==> src/rtl/mem_arbiter.sv <==
// mem_arbiter: two-requester round-robin arbiter onto a single memory port.
// Fetch (ifu_*) and load/store (lsu_*) requests share mem_*, one at a time.
// Ports: clk; reset (synchronous, active-low);
//   ifu_req_valid/ifu_addr/ifu_req_ready, ifu_rsp_valid/ifu_rdata/ifu_rsp_err;
//   lsu_req_valid/lsu_addr/lsu_wen/lsu_wdata/lsu_wmask/lsu_req_ready,
//   lsu_rsp_valid/lsu_rdata/lsu_rsp_err;
//   mem_req_valid/mem_addr/mem_wen/mem_wdata/mem_wmask/mem_req_ready,
//   mem_rsp_valid/mem_rdata.
// TIMEOUT: WAIT cycles without a memory response before an error response.
module mem_arbiter #(
   parameter int TIMEOUT = 1023
) (
   input  logic        clk,
   input  logic        reset,
   input  logic        ifu_req_valid,
   input  logic [31:0] ifu_addr,
   output logic        ifu_req_ready,
   output logic        ifu_rsp_valid,
   output logic [31:0] ifu_rdata,
   output logic        ifu_rsp_err,
   input  logic        lsu_req_valid,
   input  logic [31:0] lsu_addr,
   input  logic        lsu_wen,
   input  logic [31:0] lsu_wdata,
   input  logic [3:0]  lsu_wmask,
   output logic        lsu_req_ready,
   output logic        lsu_rsp_valid,
   output logic [31:0] lsu_rdata,
   output logic        lsu_rsp_err,
   output logic        mem_req_valid,
   output logic [31:0] mem_addr,
   output logic        mem_wen,
   output logic [31:0] mem_wdata,
   output logic [3:0]  mem_wmask,
   input  logic        mem_req_ready,
   input  logic        mem_rsp_valid,
   input  logic [31:0] mem_rdata
);

   localparam int CW = $clog2(TIMEOUT + 1);
   localparam logic [CW-1:0] CNT_LAST = CW'(TIMEOUT - 1);

   typedef enum logic [1:0] {
      ST_IDLE = 2'd0,
      ST_REQ  = 2'd1,
      ST_WAIT = 2'd2
   } state_t;

   state_t state_q;
   state_t state_d;

   logic          last_lsu_q;
   logic          owner_lsu_q;
   logic [31:0]   addr_q;
   logic          wen_q;
   logic [31:0]   wdata_q;
   logic [3:0]    wmask_q;
   logic [CW-1:0] cnt_q;

   logic pick_ifu;
   logic rsp_hit;
   logic tmo;
   logic done;

   // IFU wins unless LSU is also asking and IFU had the last grant.
   assign pick_ifu = ifu_req_valid & (~lsu_req_valid | last_lsu_q);

   assign rsp_hit = (state_q == ST_WAIT) & mem_rsp_valid;
   assign tmo     = (state_q == ST_WAIT) & ~mem_rsp_valid
                  & (cnt_q == CNT_LAST);
   assign done    = rsp_hit | tmo;

   assign mem_addr  = addr_q;
   assign mem_wen   = wen_q;
   assign mem_wdata = wdata_q;
   assign mem_wmask = wmask_q;

   always_ff @(posedge clk) begin
      if (!reset) begin
         state_q <= ST_IDLE;
      end else begin
         state_q <= state_d;
      end
   end

   always_comb begin
      state_d = state_q;
      unique case (state_q)
         ST_IDLE: begin
            if (ifu_req_ready | lsu_req_ready) begin
               state_d = ST_REQ;
            end
         end
         ST_REQ: begin
            if (mem_req_ready) begin
               state_d = ST_WAIT;
            end
         end
         ST_WAIT: begin
            if (done) begin
               state_d = ST_IDLE;
            end
         end
         default: state_d = ST_IDLE;
      endcase
   end

   // Grants are combinational, so they must also be masked by reset.
   always_comb begin
      ifu_req_ready = 1'b0;
      lsu_req_ready = 1'b0;
      mem_req_valid = 1'b0;
      unique case (state_q)
         ST_IDLE: begin
            if (reset) begin
               ifu_req_ready = pick_ifu;
               lsu_req_ready = lsu_req_valid & ~pick_ifu;
            end
         end
         ST_REQ: mem_req_valid = 1'b1;
         default: ;
      endcase
   end

   always_ff @(posedge clk) begin
      if (!reset) begin
         last_lsu_q    <= 1'b1;
         owner_lsu_q   <= 1'b0;
         addr_q        <= '0;
         wen_q         <= 1'b0;
         wdata_q       <= '0;
         wmask_q       <= '0;
         cnt_q         <= '0;
         ifu_rsp_valid <= 1'b0;
         ifu_rdata     <= '0;
         ifu_rsp_err   <= 1'b0;
         lsu_rsp_valid <= 1'b0;
         lsu_rdata     <= '0;
         lsu_rsp_err   <= 1'b0;
      end else begin
         ifu_rsp_valid <= 1'b0;
         lsu_rsp_valid <= 1'b0;

         if (ifu_req_ready) begin
            owner_lsu_q <= 1'b0;
            last_lsu_q  <= 1'b0;
            addr_q      <= ifu_addr;
            wen_q       <= 1'b0;
            wdata_q     <= '0;
            wmask_q     <= '0;
         end else if (lsu_req_ready) begin
            owner_lsu_q <= 1'b1;
            last_lsu_q  <= 1'b1;
            addr_q      <= lsu_addr;
            wen_q       <= lsu_wen;
            wdata_q     <= lsu_wdata;
            wmask_q     <= lsu_wmask;
         end

         if ((state_q == ST_REQ) && mem_req_ready) begin
            cnt_q <= '0;
         end else if (state_q == ST_WAIT) begin
            cnt_q <= cnt_q + CW'(1);
         end

         // A timeout reports zero data; a real response reports mem_rdata.
         if (done) begin
            if (owner_lsu_q) begin
               lsu_rsp_valid <= 1'b1;
               lsu_rdata     <= rsp_hit ? mem_rdata : '0;
               lsu_rsp_err   <= tmo;
            end else begin
               ifu_rsp_valid <= 1'b1;
               ifu_rdata     <= rsp_hit ? mem_rdata : '0;
               ifu_rsp_err   <= tmo;
            end
         end
      end
   end

endmodule

==> config.mk <==
export PLATFORM = sky130hd
export DESIGN_NAME = mem_arbiter
export DESIGN_NICKNAME = d
export VERILOG_FILES = /design/src/rtl/mem_arbiter.sv
export SDC_FILE = /design/constraint.sdc
export NUM_CORES = 1
export LEC_CHECK = 0
export BUFFER_PORTS_ARGS = -buffer_cell sky130_fd_sc_hd__buf_2
export CAP_MARGIN = 20
export CORE_ASPECT_RATIO = 2
export CORE_MARGIN = 1
export CORE_UTILIZATION = 53
export DETAILED_ROUTE_END_ITERATION = 10
export PLACE_DENSITY = 0.95
export SLEW_MARGIN = 5
export SYNTH_ARGS = -nofsm -noshare
export SYNTH_HDL_FRONTEND = slang
export SYNTH_SLANG_ARGS = --single-unit
==> constraint.sdc <==
create_clock -name clk -period 3.5 [get_ports clk]
set_clock_uncertainty 0.2 [all_clocks]
set_input_delay 0.175 -clock clk [delete_from_list [all_inputs] [get_ports clk]]
set_output_delay 0.175 -clock clk [all_outputs]
set_load 0.05 [all_outputs]
==> results.cfg, run 1 <==
[outcome]
status = finished clean

[global_routing]
grt_first_pass_wirelength_um = 42400
grt_max_degree = 70
grt_pass1_vias = 8093
antenna_found_initial = 2
grt_use_total_pct = 39.0
grt_remaining_overflow = 0

[clock_network]
insertion_delay_ps = 400
cts_tree = done
cts_buffers = 17
numClockSinks = 151
cts.repair.resized = 0
cts_root_buf = clkbuf_16
cts.htree.levels = 4
cts_buffer_depth = 2
cts.clk_slew.worst_paths_ps = 70

[routing]
finalWirelength_um = 27800
drt_drc_violations_left = 0
ant_nets = 0
wl_per_cell_um = 22.0
viasPerCell = 6.54
dr.pass1.iters = 9
drt_iter0_drc = 766
vias = 8281

[worst_hold_path]
hold_class = in2reg
hold_depth = 4

[yosys]
synth_nets = 905
async_reset_ff_share_pct = 0
synthFlopType = dfxtp_1
ys_ff_latch = 151
seq_area_frac_synth_pct = 43.1
yosysUniqueCellTypes = 42
synth_edf_count = 0
synthesis.area_um2 = 7010
avgSynthCellArea_um2 = 9.17
synth_cells = 764
yosys_warnings = 0

[timing]
post-route-min-period_ps = 2770
fin_crit_sh_pct = 79.2
fin_ws_ps = 728
holdWs_ps = 11.4
slew_viol_final = 0
worst-slew-pin-transition_ps = 1050
setup_violations = 0
fmax_ghz = 0.361
setup_tns_ps = 0
relSlewSlack_pct = 29.9
rsz0062_at_grt = false
hold_viol_final = 0

[worst_setup_path]
start_kind = register
slowest_stage = nor3_4
arrival_ps = 2920
crit_buf_inv = 2
crit_type = reg2reg
crit_cells = 5
worst_path_dominant_cell_family = simple AND/OR/NAND/NOR gates
slowest_delay_ps = 660
crit_fanout = 34
cp-end-kind = register
worst_ep_required_time_ps = 3640
path_cells = or2_1, buf_4, nor3_4, o311a_1, dlygate4sd3_1
r2r_cells = 5

[placed_design]
portBuffers = 278
pre_cts_ws_ps = 1310
place.gp.congestion = 0.810
dpl.cell_count = 1117
placed_area_um2 = 8360
hpwl_um = 14900

[floorplanning]
die_height_um = 165
dieWidth_um = 83.3
initial_core_util_pct = 54.2
num_rows = 59
coreArea_um2 = 12900
design.die.area_um2 = 13700
ioPinCount = 279

[final_layout]
most-common-layout-cells = buf_2 (277), dfxtp_1 (151), dlygate4sd3_1 (117)
synthToLayoutAreaGrowth_pct = 44.3
layout_commonest_cell = buf_2
fin_nets = 1242
finalInstanceArea_um2 = 10100
stdcell_count = 1267
final_core_util_pct = 78.2
drive_gt1_share_pct = 30.3
fillCellCount = 777

[power]
p_leak_nw = 4.14
p_per_area_nw_per_um2 = 458
vdd_drop_max_uv = 372
total_power_mw = 4.63

[flow_run]
drv_cap = 0
-- synthesized netlist by cell type, drive strengths merged, types with 3 or more instances --
cell,n,area [um2]
clkbuf,54,203
o31ai,5,37.5
nor2b,3,18.8
nor3,3,31.3
o41ai,14,123
mux2i,64,641
or3,22,138
o21ai,54,270
nor2,6,22.5
dfxtp,151,3020
or4,4,30.0
o32ai,65,569
inv,3,11.3
nand3,53,265
and2,33,206
buf,39,225
nor3b,3,22.5
nand2,72,270
a31oi,14,87.6
o41a,18,203
a21oi,45,225
o311a,18,180
-- worst paths after layout --
| kind | from | to | slack [ps] |
|---|---|---|---|
| worst max-delay path | state_q[1]$_SDFFE_PN0P_ | mem_addr[28]$_SDFFE_PN0P_ | 730 |
| worst max register to register | state_q[1]$_SDFFE_PN0P_ | mem_addr[28]$_SDFFE_PN0P_ | 730 |
| worst min register to register | mem_wdata[18]$_SDFFE_PP0P_ | mem_wdata[18]$_SDFFE_PP0P_ | 280 |
| worst min-delay path | mem_rdata[21] | lsu_rdata[21]$_SDFFE_PN0P_ | 10 |
-- final cells by class --
class                      instances  area (um2)  share of cell area [%]
multi-input combinational        516        3590                    35.5
sequential                       151        3020                    29.9
timing repair buffer             411        2710                    26.8
clock buffer                      20         457                    4.52
tap                              152         190                    1.88
clock inverter                    12         118                    1.16
inverter                           4        15.0                   0.149
antenna                            1        2.50                  0.0248
-- flip-flops by register name, summed over array words and instances, names as in the netlist --
signal,count
cnt_q,10
ifu_rdata,32
ifu_rsp_err,1
ifu_rsp_valid,1
last_lsu_q,1
lsu_rdata,32
lsu_rsp_err,1
lsu_rsp_valid,1
mem_addr,32
mem_wdata,32
mem_wen,1
mem_wmask,4
owner_lsu_q,1
state_q,2
-- routing by layer --
layer | up-vias | global-route usage (%) | share of wire, %
li1 | 3577 | - | -
met1 | 3828 | 41.4 | 33
met2 | 656 | 65.2 | 50
met3 | 218 | 13.2 | 10
met4 | 2 | 26.7 | 7.3
met5 | - | 0 | 0.043
-- tightest hold or removal path: stages --
cell and delay, ps:
buf_2 80, and2_1 140, mux2i_1 70, o32ai_1 110
-- power breakdown --
part           total (mW)  internal [mW]  leakage [nW]  switching (mW)
sequential           1.85           1.79          1.23          0.0613
combinational       0.968          0.343          2.65           0.625
clock                1.80           1.03         0.270           0.774
-- what timing repair did --
| item | CTS | global route |
|---|---|---|
| hold buffers | 117 | 0 |
| hold endpoints to repair | 89 | 0 |
| setup buffers | 0 | 0 |
-- kinds of logic (layout without fill, tap and decap cells) --
group	count (synthesis)	after routing	share of synthesized area, %
and+or+nand+nor	208	208	15.7
buffers and inverters	97	447	6.32
AOI/OAI and AO/OA	240	240	25.1
xor gates and xnor gates	2	2	0.250
muxes	64	64	9.14
adders and majority gates	2	2	0.357
DFF	151	151	43.1
other	0	1	0
Note: power is estimated with default switching activity, not from simulation.
==> run 2: changes to the inputs <==
--- a/config.mk
+++ b/config.mk
@@ -9,9 +9,9 @@
 export CAP_MARGIN = 20
 export CORE_ASPECT_RATIO = 2
 export CORE_MARGIN = 1
-export CORE_UTILIZATION = 53
+export CORE_UTILIZATION = 44
 export DETAILED_ROUTE_END_ITERATION = 10
-export PLACE_DENSITY = 0.95
+export PLACE_DENSITY = 0.86
 export SLEW_MARGIN = 5
 export SYNTH_ARGS = -nofsm -noshare
 export SYNTH_HDL_FRONTEND = slang
==> constraint.sdc (replaced) <==
create_clock -name clk -period 2.2 [get_ports clk]
set_clock_uncertainty 0.2 [all_clocks]
set_input_delay 0.11 -clock clk [delete_from_list [all_inputs] [get_ports clk]]
set_output_delay 0.11 -clock clk [all_outputs]
set_load 0.05 [all_outputs]
==> run 2 against run 1 <==
  * Power is 63% higher
  * Global-route usage fell by 6.2 points
  * Combinational power up 59%
  * Routed wire length down 1.9%
  * Worst hold slack gained 35 ps
  * Flip-flop and latch count stayed put
  * Non-clock buffer count is 27 higher
  * Critical path depth up 1
  * Register-to-register slack lost 410 ps
  * Final cell count is 5.7% higher
  * Clock power up 69%
  * Sequential share of layout area shrank 1.2 points
  * Critical path type is now in2out
==> results.cfg, run 2 (synthesis results as in run 1) <==
[floorplanning]
die_height_um = 180
coreArea_um2 = 15500
design.die.area_um2 = 16500
dieWidth_um = 91.2
num_rows = 64
initial_core_util_pct = 45.3
ioPinCount = 279

[clock_network]
cts.clk_slew.worst_paths_ps = 60
cts_buffer_depth = 2
cts_tree = done
cts_buffers = 17
cts.htree.levels = 4
numClockSinks = 151
cts_setup_buffers = 0
cts_root_buf = clkbuf_16
insertion_delay_ps = 420

[power]
seqPwrFrac_pct = 39.0
p_per_area_nw_per_um2 = 715
internal_power_mw = 5.23
vdd_drop_max_uv = 561
swShare_pct = 30.4
p_leak_nw = 4.24
p_sw_mw = 2.29
total_power_mw = 7.53
p_comb_share_pct = 20.4
power_frac_clock_pct = 40.6

[worst_setup_path]
crit_type = in2out
reg2reg_slack_ps = 320
start_kind = primary input
cp-end-kind = primary output
worst_ep_required_time_ps = 1890
crit_fanout = 19
arrival_ps = 1790

[final_layout]
synthToLayoutAreaGrowth_pct = 50.2
drive_gt1_share_pct = 30.2
n_antenna_cell = 0
fillCellCount = 1107
layout_commonest_cell = buf_2
stdcell_count = 1339
fin_nets = 1269
most-common-layout-cells = buf_2 (275), dfxtp_1 (151), dlygate4sd3_1 (137)

[global_routing]
grt_max_degree = 104
grt_use_total_pct = 32.8
grt_pass1_vias = 8175
antenna_found_initial = 0
grt_remaining_overflow = 0
grt_first_pass_wirelength_um = 42700

[timing]
rsz0062_at_grt = false
slew_viol_final = 0
relSlewSlack_pct = 60.2
setup_violations = 0
fin_crit_sh_pct = 95.6
worst-slew-pin-transition_ps = 598
fmax_ghz = 0.475
post-route-min-period_ps = 2100
hold_viol_final = 0
setup_tns_ps = 0

[outcome]
status = finished clean

[flow_run]
drv_cap = 0

[placed_design]
hpwl_um = 15500
place.gp.congestion = 0.870
portBuffers = 278
dpl.cell_count = 1170

[routing]
ant_nets = 0
drt_iter0_drc = 560
vias = 8149
dr.pass1.iters = 6
viasPerCell = 6.09
drt_drc_violations_left = 0
finalWirelength_um = 27300
wl_per_cell_um = 20.4

[worst_hold_path]
hold_class = in2reg
[run 2: final cells by class]
| type | count | area (um2) | share of cell area (%) |
|---|---|---|---|
| Multi-Input combinational cell | 516 | 3590 | 34.1 |
| Timing Repair Buffer | 438 | 3030 | 28.8 |
| Sequential cell | 151 | 3020 | 28.7 |
| Clock buffer | 19 | 443 | 4.21 |
| Tap cell | 198 | 248 | 2.35 |
| Clock inverter | 13 | 173 | 1.64 |
| Inverter | 4 | 15.0 | 0.143 |
[run 2: worst paths after layout]
check | from | end | cells after the start
worst max-delay path | ifu_req_valid | lsu_req_ready | 6
worst min register to register | mem_wdata[22]$_SDFFE_PP0P_ | mem_wdata[22]$_SDFFE_PP0P_ | 2
worst min-delay path | lsu_req_valid | mem_addr[7]$_SDFFE_PN0P_ | 4
worst max register to register | state_q[1]$_SDFFE_PN0P_ | mem_wdata[19]$_SDFFE_PP0P_ | 5
[run 2: metrics by stage]
step | hold WS [ps] | setup slack, ps | instance area [um2] | util (%)
2_1_floorplan | 27.1 | 22.3 | 7010 | -
3_3_place_gp | 161 | 433 | 8530 | 55.2
3_5_place_dp | 168 | 395 | 8530 | 55.2
4_1_cts | 11.3 | 34.1 | 10500 | 68.1
5_1_grt | 75.6 | 11.8 | 10500 | 68.1
6_report | 46.2 | 96.2 | 10500 | 68.1
[run 2: per-layer routing]
| layer | global-route usage, % | vias to the layer above | part of all wire (%) |
|---|---|---|---|
| li1 | - | 3637 | - |
| met5 | 0 | - | 0 |
| met4 | 19.5 | 0 | 5.1 |
| met2 | 57.9 | 504 | 52 |
| met3 | 8.73 | 128 | 8.1 |
| met1 | 34.3 | 3880 | 35 |
[run 2: repair_timing]
item                       4_1_cts  5_1_grt
resized for setup                0        3
hold endpoints to repair       137        0
setup endpoints to repair        0        2
hold buffers                   137        0
[run 2: power by group through the flow]
stage | clock, mW | sequential [mW] | combinational [mW]
after detailed placement | 0 | 2.99 | 1.29
final | 3.05 | 2.94 | 1.54
after global placement | 0 | 2.98 | 1.27
after CTS | 3.10 | 2.93 | 1.48
after floorplan | 0 | 3.35 | 0.507
after global routing | 3.21 | 2.94 | 1.60
[run 2: critical path, cell delays in order]
cell and delay, ps:
dlygate4sd3_1 540, buf_2 150, and2_2 230, nor2_1 170, buf_4 300, clkbuf_4 290
==> run 3: changes to the inputs <==
--- a/config.mk
+++ b/config.mk
@@ -5,11 +5,12 @@
 export SDC_FILE = /design/constraint.sdc
 export NUM_CORES = 1
 export LEC_CHECK = 0
+export ABC_AREA = 1
 export BUFFER_PORTS_ARGS = -buffer_cell sky130_fd_sc_hd__buf_2
 export CAP_MARGIN = 20
 export CORE_ASPECT_RATIO = 2
 export CORE_MARGIN = 1
-export CORE_UTILIZATION = 44
+export CORE_UTILIZATION = 42
 export DETAILED_ROUTE_END_ITERATION = 10
 export PLACE_DENSITY = 0.86
 export SLEW_MARGIN = 5
==> run 3 against run 2 <==
  * Routed wire length is 21% lower
  * Cell area is 9.7% lower
  * Largest cell class is now sequential cells
  * Register-to-register slack worse by 150 ps
  * Largest power group unchanged
  * Clock power hardly changed
==> results.cfg, run 3 <==
[outcome]
status = finished clean

[yosys]
async_reset_ff_share_pct = 0
synth_most_common_cell = nand2_1
synth_cells = 829
synth_top_area_share_pct = 50.4
synth.largest_area_cell = dfxtp_1
yosys_warnings = 0
synthesis.area_um2 = 6000
synth_area_leaders = dfxtp_1 (50%), nand2_1 (16%), a21oi_1 (8.9%), nor2_1 (6.1%), inv_1 (3.6%)
avgSynthCellArea_um2 = 7.23
synth_edf_count = 0
ys_ff_latch = 151
synthFlopType = dfxtp_1
seq_area_frac_synth_pct = 50.4
yosysUniqueCellTypes = 28
synth_nets = 970
ys_top_cells_by_count = nand2_1 (260), dfxtp_1 (151), a21oi_1 (107), nor2_1 (97), inv_1 (57)

[worst_setup_path]
reg2reg_slack_ps = 170
arrival_ps = 1750
crit_type = reg2out
r2r_cells = 8
r2r-end = state_q[1]$_SDFFE_PN0P_
start_kind = register
cp-end-kind = primary output
worst_ep_required_time_ps = 1890
crit_fanout = 28
r2r_start = cnt_q[0]$_SDFFE_PP0N_

[timing]
rsz0062_at_grt = false
worst-slew-pin-transition_ps = 702
relSlewSlack_pct = 53.2
fmax_ghz = 0.486
slew_viol_final = 0
setup_tns_ps = 0
fin_ws_ps = 144
hold_viol_final = 0
post-route-min-period_ps = 2060
setup_violations = 0
fin_crit_sh_pct = 93.4

[global_routing]
grt_max_degree = 70
antenna_found_initial = 0
grt_use_total_pct = 29.2
grt_first_pass_wirelength_um = 33800
grt_pass1_vias = 7246
grt_remaining_overflow = 0

[routing]
drt_iter0_drc = 293
drt_drc_violations_left = 0
vias = 7098
dr.pass1.iters = 5
ant_nets = 0
viasPerCell = 4.97
finalWirelength_um = 21400
wl_per_cell_um = 15.0

[final_layout]
n_antenna_cell = 0
drive_gt1_share_pct = 27.7
fin_nets = 1368
finalInstanceArea_um2 = 9500
fillCellCount = 1052
layout_commonest_cell = buf_2
synthToLayoutAreaGrowth_pct = 58.5
most-common-layout-cells = buf_2 (278), nand2_1 (260), dfxtp_1 (151)
final_core_util_pct = 68.4

[floorplanning]
initial_core_util_pct = 43.2
num_rows = 61
dieWidth_um = 86.5
die_height_um = 171
ioPinCount = 279
design.die.area_um2 = 14800
coreArea_um2 = 13900

[power]
total_power_mw = 7.08
p_per_area_nw_per_um2 = 745
p_leak_nw = 4.47
vdd_drop_max_uv = 545

[worst_hold_path]
hold_depth = 6
hold_class = in2reg
hold_path.startpoint = ifu_req_valid
hold-path-endpoint = mem_wdata[25]$_SDFFE_PP0P_

[clock_network]
cts.clk_slew.worst_paths_ps = 60
cts.htree.levels = 4
numClockSinks = 151
cts_root_buf = clkbuf_16
cts_tree = done
insertion_delay_ps = 410
cts_buffers = 17
cts_buffer_depth = 2

[placed_design]
portBuffers = 278
pre_cts_ws_ps = 332
placed_area_um2 = 7510
place.gp.congestion = 0.829
hpwl_um = 12300

[flow_run]
drv_cap = 0
-- run 3: stage by stage --
step / std cells / hold slack (ps)
2_1_floorplan: 829 / 50.2
3_3_place_gp: 1260 / 158
3_5_place_dp: 1260 / 165
4_1_cts: 1429 / 41.0
5_1_grt: 1429 / 67.7
6_report: 1429 / 53.6
-- run 3: layout make-up --
type,instances,area [um2],area share [%]
sequential,151,3020,31.8
timing repair buffer,429,2920,30.7
multi-input combinational,565,2470,26.0
clock buffer,20,447,4.70
inverter,63,244,2.57
tap,189,236,2.49
clock inverter,12,166,1.75
-- run 3: critical path, stage by stage (launching register included) --
cell and delay [ps]:
dfxtp_1 310, inv_2 90, nand2_1 110, nor3_4 160, nand2_4 90, inv_4 240
buf_2 330
-- run 3: how the worst max path moves through the flow --
stage,start,end,depth (start not counted)
after floorplan,state_q[1]$_SDFFE_PN0P_,cnt_q[2]$_SDFFE_PP0N_,4
after CTS,state_q[1]$_SDFFE_PN0P_,lsu_req_ready,6
after detailed placement,cnt_q[0]$_SDFFE_PP0N_,lsu_rdata[28]$_SDFFE_PN0P_,10
final,state_q[0]$_SDFFE_PN0P_,lsu_req_ready,6
after global placement,cnt_q[0]$_SDFFE_PP0N_,ifu_rdata[26]$_SDFFE_PN0P_,10
after global routing,cnt_q[0]$_SDFFE_PP0N_,state_q[1]$_SDFFE_PN0P_,8
-- run 3: power breakdown --
part           switching, mW  internal (mW)  leakage [nW]
combinational          0.742          0.421          2.96
clock                   1.19           1.84         0.286
sequential            0.0515           2.83          1.23
total                   1.99           5.09          4.47
-- run 3: what timing repair did --
| action | CTS | global route |
|---|---|---|
| hold buffers | 137 | 0 |
| endpoints found under the hold margin | 138 | 0 |
| gates resized for setup | 0 | 5 |
| buffers inserted | 0 | 0 |
| endpoints found under the setup margin | 0 | 2 |
-- run 3: cell families (layout without fill, tap and decap cells) --
kind of cell | count (synthesis) | count (layout) | share of synthesized area (%)
compound gates | 159 | 159 | 13.6
buf+inv | 113 | 524 | 8.45
xor+xnor | 4 | 4 | 0.584
fa+ha+maj | 2 | 2 | 0.417
flops | 151 | 151 | 50.4
simple gates | 400 | 400 | 26.5
-- run 3: per-layer routing --
layer / track usage, % / wire length, um / part of all wire, % / vias to the layer above
met4: 18.3 / 902 / 4.2 / 0
met3: 9.26 / 1930 / 9.0 / 81
li1: - / - / - / 3398
met5: 0 / 0 / 0 / -
met2: 51.3 / 10900 / 51 / 387
met1: 29.4 / 7710 / 36 / 3232
